--- config.mk ---
export PLATFORM = sky130hd
export DESIGN_NAME = int_ctl
export DESIGN_NICKNAME = d
export VERILOG_FILES = /design/src/rtl/int_ctl.sv
export SDC_FILE = /design/constraint.sdc
export NUM_CORES = 1
export LEC_CHECK = 0
export BUFFER_PORTS_ARGS = -buffer_cell sky130_fd_sc_hd__buf_2
export CAP_MARGIN = 15
export CORE_MARGIN = 2
export CORE_UTILIZATION = 24
export CTS_BUF_LIST = sky130_fd_sc_hd__clkbuf_16
export DETAILED_ROUTE_END_ITERATION = 8
export SYNTH_ARGS = -nofsm -noshare
export SYNTH_HDL_FRONTEND = slang
export SYNTH_SLANG_ARGS = --single-unit
export TNS_END_PERCENT = 100
--- constraint.sdc ---
create_clock -name clk -period 2 [get_ports clk]
set_input_delay 0.1 -clock clk [delete_from_list [all_inputs] [get_ports clk]]
set_output_delay 0.1 -clock clk [all_outputs]
set_load 0.005 [all_outputs]
--- src/rtl/int_ctl.sv ---
// Single-level vectored interrupt controller: edge-latched pending bits, a mask,
// fixed lowest-index priority and an IDLE/FIRE/SERVICE handshake with the CPU.
module int_ctl #(
  parameter logic [31:0] VBASE = 32'h00000080,
  parameter int          NIRQ  = 8
) (
  input  logic            clk,
  input  logic            rst_n,
  input  logic [NIRQ-1:0] irq,
  input  logic            mask_we,
  input  logic [NIRQ-1:0] mask_wd,
  input  logic [31:0]     pc_in,
  input  logic            eret,
  output logic            INT,
  output logic [31:0]     entryPoint,
  output logic [2:0]      cause,
  output logic [31:0]     epc,
  output logic            busy,
  output logic [NIRQ-1:0] pending
);

  typedef enum logic [1:0] {
    IDLE    = 2'd0,
    FIRE    = 2'd1,
    SERVICE = 2'd2
  } state_t;

  state_t          state_q, state_d;
  logic [NIRQ-1:0] irq_q;
  logic [NIRQ-1:0] pending_q, pending_d;
  logic [NIRQ-1:0] mask_q, mask_d;
  logic [2:0]      cause_q, cause_d;
  logic [31:0]     epc_q, epc_d;

  logic [NIRQ-1:0] rise;
  logic [NIRQ-1:0] eligible;
  logic [NIRQ-1:0] clr;
  logic [2:0]      winner;
  logic            take;

  assign rise     = irq & ~irq_q;
  assign eligible = pending_q & mask_q;
  assign take     = (state_q == IDLE) && (eligible != '0);

  // Scan high-to-low so the lowest set index is the last one written.
  always_comb begin
    winner = 3'd0;
    for (int i = NIRQ - 1; i >= 0; i--) begin
      if (eligible[i]) winner = i[2:0];
    end
  end

  always_comb begin
    clr = '0;
    if (take) clr[winner] = 1'b1;
  end

  // A new edge on the line being cleared must survive, so the set is OR'd last.
  always_comb begin
    pending_d = (pending_q & ~clr) | rise;
    mask_d    = mask_we ? mask_wd : mask_q;
    cause_d   = take ? winner : cause_q;
    epc_d     = take ? pc_in : epc_q;
  end

  always_ff @(posedge clk or negedge rst_n) begin
    if (!rst_n) begin
      irq_q     <= '0;
      pending_q <= '0;
      mask_q    <= '0;
      cause_q   <= 3'd0;
      epc_q     <= 32'd0;
    end else begin
      irq_q     <= irq;
      pending_q <= pending_d;
      mask_q    <= mask_d;
      cause_q   <= cause_d;
      epc_q     <= epc_d;
    end
  end

  always_ff @(posedge clk or negedge rst_n) begin
    if (!rst_n) state_q <= IDLE;
    else        state_q <= state_d;
  end

  always_comb begin
    state_d = state_q;
    unique case (state_q)
      IDLE:    if (eligible != '0) state_d = FIRE;
      FIRE:    state_d = SERVICE;
      SERVICE: if (eret) state_d = IDLE;
      default: state_d = IDLE;
    endcase
  end

  always_comb begin
    INT  = (state_q == FIRE);
    busy = (state_q == FIRE) || (state_q == SERVICE);
  end

  assign entryPoint = VBASE + {26'd0, cause_q, 3'b000};
  assign cause      = cause_q;
  assign epc        = epc_q;
  assign pending    = pending_q;

endmodule

; ---- After elaboration in Yosys (flattened, before gate mapping)
; Index checks and enable logic that the tools add are counted.
[totals]
reg_bits = 61
input_bits = 52
output_inout_bits = 77
wordCells = 39
[classes]
add_sub_neg = 1
n_lt_le_gt_ge = 2
n_eq_ne = 4
mux = 14
bitwise_logic = 6
n_reduce_logical = 6
[op_table]
columns = cell, n
row1 = $and A8 B8 Y8, 3
row2 = $mux W3, 8
row3 = $not A8 Y8, 2
row4 = $add A8 B6 Y9 const A, 1
row5 = $mux W8, 1
row6 = $or A8 B8 Y8, 1
row7 = $reduce_bool A8 Y1, 1
row8 = $pmux W2 S3, 1
row9 = $lt A3 B4 Y1 const B, 1
row10 = $mux W2, 2
row11 = $demux W1 S3, 1
row12 = $ge A3 B1 Y1 const B, 1
row13 = $eq A2 B1 Y1 const B, 1
row14 = $eq A2 B2 Y1 const B, 1
row15 = $logic_and A1 B1 Y1, 2
row16 = $logic_not A2 Y1, 1
row17 = $ne A2 B1 Y1 const B, 1
row18 = $ne A2 B2 Y1 const B, 1
row19 = $reduce_and A2 Y1, 1
row20 = $logic_or A1 B1 Y1, 1
row21 = $mux W1, 1

; ---- Longest topological paths before layout
[depth]
depth_word = 17
ltp_mapped = 9
mapped_depth_nobuf = 6

; ---- Worst setup path before layout
; Ideal clock, no wire load.
[synth_path]
path_kind = register to register
startpoint = reg state_q[0]
endpoint = reg epc_q[0] (netlist: epc[0])
arrival_time_ns = 1.571
t_required_ns = 1.875
path_slack_ns = 0.304
stages_incl_launch_ff = 9
path_buffers = 3
synth_period_minus_slack_ns = 1.696
path_cell_list = dfrtp_1 -> inv_1 -> ha_1 -> buf_2 -> inv_1 -> a41o_1 -> buf_6 -> buf_12 -> mux2_4
[synth_via]
elab_chain_len = 2
[synth_lines]
columns = element, line
row1 = "start, declared", 28  ; state_t state_q, state_d;
row2 = "start signal, assigned", 84  ; else state_q <= state_d;
row3 = $logic_not A2 Y1, 43  ; assign take = (state_q == IDLE) && (eligible != '0);
row4 = $logic_and A1 B1 Y1, 43
row5 = "end signal, assigned", 78  ; epc_q <= epc_d;
row6 = "end, declared", 33  ; logic [31:0] epc_q, epc_d;
; No other way between the ends.
; A chain may end at the register's enable or synchronous reset.

; ---- Worst setup path after layout
[layout_path]
startpoint = reg pending_q[6] (netlist: pending[6])
endpoint = reg epc_q[7] (netlist: epc[7])
[layout_via]
elab_chain_len = 3
[layout_lines]
columns = element, line
row1 = "start, declared", 30  ; logic [NIRQ-1:0] pending_q, pending_d;
row2 = "start signal, assigned", 75  ; pending_q <= pending_d;
row3 = $and A8 B8 Y8, 42  ; assign eligible = pending_q & mask_q;
row4 = $reduce_bool A8 Y1, 43
row5 = $logic_and A1 B1 Y1, 43
; No other way between the ends.

==> summary.txt <==
Power and ir drop
  – Sequential share of power: 35.6%
  – Sw frac: 30.3%
  – Pwr per Cell Area: 1400 nW/um^2
  – Clock power frac: 26.9%
  – Internal power: 3.91 mW
  – Gate power share: 37.5%
  – Psw: 1.70 mW
  – Worst VDD drop: 0.549 mV
  – Lkg Pwr: 1.97 nW

Global routing
  – Global route overflow: 0
  – Pin count of the biggest net entering global routing: 40
  – GRT Total Usage: 10.2%
  – First-pass GRT wire length: 10.0 mm
  – Vias in the first global route: 1990
  – Initial antenna violation count: 0

Synthesis
  – Share of the synthesized area in the top cell type: 53.6%
  – Synth Warn #: 0
  – Distinct cell type count after synthesis: 28
  – Sequential share of the synthesized area: 53.6%
  – Synth Register Bits: 61
  – Most frequent cell after synthesis: dfrtp_1
  – Gate Count Post-Synth: 213
  – Synth area leader: dfrtp_1
  – Dominant register cell in the synthesized netlist: dfrtp_1
  – Avg Cell Area, Syn: 13.4 um^2
  – Post-synth EDFFs: 0
  – Post-synth top cells: dfrtp_1, buf_4, mux2_4, mux2_2, nand2_1
  – Main area contributors after synthesis: dfrtp_1, mux2_4, buf_4, mux2_2, buf_12
  – Asr flop ratio synth: 100%
  – Synthesized area: 2850 um^2

Worst setup path
  – Critical Path End: epc[7]$_DFFE_PN0P_
  – Setup crit start: pending[6]$_DFF_PN0_
  – Worst R2R Path Depth: 4
  – Worst reg2reg startpoint: pending[6]$_DFF_PN0_
  – Worst Path Required: 2.21 ns
  – Worst setup EP type: flop
  – Reg2Reg Setup Slack: 0.21 ns
  – Reg2reg end: epc[7]$_DFFE_PN0P_
  – CP Launch Type: flop
  – Crit path max fanout: 13
  – Worst EP arrival: 2.00 ns
  – Critical path class: flop to flop

Timing
  – Minimum clock period: 1.79 ns
  – Setup_tns: 0 ns
  – Actual slew at the worst max-slew pin: 0.550 ns
  – Slew HR: 63.3%
  – Endpoints failing setup: 0
  – Final Skew: 0.00655 ns
  – FMAX: 0.558 GHz
  – Pins Over Slew Limit: 0
  – Hold_ws: 0.0120 ns
  – RSZ-0062 raised after global routing: no
  – Final hold vios: 0
  – Fin crit share: 89.6%

Route
  – Post-route ant nets: 0
  – Vias per cell: 3.99
  – WL/cell: 12.8 um
  – DRT Pass-1 Iters: 6
  – Residual DRC count: 9
  – DR vias: 1991
  – Detailed Route WL: 6.38 mm
  – DRT iter0 DRCs: 64

Worst hold path
  – Min-Delay Startpoint: pc_in[27]
  – Worst hold path class: input pin to flop

Clock network
  – Num CTS Buffers: 9
  – Sink Count: 61
  – H-tree depth: 3
  – Latest clock arrival within the worst-skew pair: 0.32 ns
  – CTS tree: built
  – Max Buffers Root-to-Sink: 2
  – Root Driver: clkbuf_16
  – CTS clk-pin slew, worst paths: 0.05 ns
  – PostCTS Resize Cnt: 0

Finish
  – Antenna Cells: 0
  – Layout cells sized above 1: 46.1%
  – Fillers: 1131
  – Count of non-filler cells in the finished layout: 499
  – Nets: 407
  – Area growth, synth to finish: 40.5%

Floorplan
  – Die ar.: 12700 um^2
  – Std-Cell Rows: 39
  – Die height: 113 um
  – Starting Density: 24.7%
  – I/O pin count: 129
  – Core Footprint: 11500 um^2
  – Chip width: 113 um

Placed design
  – Port Buffers: 99
  – Inst Count DP: 448
  – Hpwl dp: 4.40 mm
  – Gpl congestion: 0.805

Status
  – Failing checks: DRC
  – Run status: finished with violations

Run
  – Max-cap violations: 0
-- sequential cells by signal, indices dropped and copies added (netlist names) --
register and cells:
irq_q 8, epc 32, cause 3, state_q 2, mask_q 8, pending 8
-- how the worst min path moves through the flow --
| stage | slack, ns | cells past startpoint | end |
|---|---|---|---|
| 5_1_grt | 0.0004 | 2 | epc[29]$_DFFE_PN0P_ |
| 4_1_cts | 0.0002 | 2 | epc[14]$_DFFE_PN0P_ |
| 2_1_floorplan | -0.20 | 0 | cause[0]$_DFFE_PN0P_ |
| 6_report | 0.01 | 2 | epc[27]$_DFFE_PN0P_ |
| 3_3_place_gp | 0.11 | 1 | epc[22]$_DFFE_PN0P_ |
| 3_5_place_dp | 0.12 | 1 | epc[24]$_DFFE_PN0P_ |
-- cell usage in the layout (no fill, tap or decap), drive strengths merged, types with 5 or more instances in the layout --
master       netlist  routed
a21oi             10      10
a22oi              5       5
buf               37     103
clkbuf             1       9
conb               2      29
dfrtp             61      61
dlygate4sd3        0      35
inv               10      10
mux2              42      42
nand2             11      11
nor2b              6       6
o21ai              9       9
-- metal layers --
layer | vias up | share of wire, % | GRT usage (%)
met1 | 942 | 44 | 12.9
met3 | 11 | 6.8 | 3.21
met4 | 0 | 2.1 | 5.04
met5 | - | 0 | 0
met2 | 96 | 47 | 15.9
li1 | 942 | - | -
-- layout make-up --
class,count,area (um^2),area share [%]
sequential,61,1530,38.2
multi-input combinational,131,1060,26.6
timing repair buffer,138,901,22.5
clock buffer,9,225,5.63
tap,143,179,4.47
clock inverter,7,66.3,1.66
inverter,10,37.5,0.938
-- what timing repair did --
| item | CTS | global route |
|---|---|---|
| setup endpoints to repair | 0 | 0 |
| buffers inserted | 0 | 0 |
| hold endpoints to repair | 53 | 3 |
| hold buffers | 32 | 3 |
-- worst max-delay path, cell delays in order, from the launching register on --
cell,delay [ns]
dfrtp_1,0.41
a22oi_1,0.37
a41o_2,0.30
buf_4,0.26
mux2_4,0.33
-- cell families after synthesis --
logic type	count (synthesis)	share of synthesized area (%)
other	2	0.264
DFF	61	53.6
buffers and inverters	48	12.6
muxes	42	20.3
AOI/OAI and AO/OA	31	7.21
and+or+nand+nor	25	4.26
adders and majority gates	4	1.76
-- power groups by stage --
stage,registers [mW],clock network (mW),logic (mW)
final,2.00,1.51,2.11
after global routing,2.07,1.62,2.29
after CTS,2.01,1.55,2.13
after detailed placement,2.00,0,2.09
after global placement,2.00,0,2.03
after floorplan,2.01,0,1.48
-- stage by stage --
stage / utilization [%] / area, um^2 / setup slack [ns] / power (mW)
after floorplan: - / 2950 / 0.304 / 3.49
after global placement: 29.2 / 3360 / 0.245 / 4.04
after detailed placement: 29.2 / 3360 / 0.218 / 4.09
after CTS: 34.5 / 3970 / 0.211 / 5.69
after global routing: 34.7 / 4000 / 0.129 / 5.98
final: 34.7 / 4000 / 0.209 / 5.62
Power figures use the tool's default switching activity.
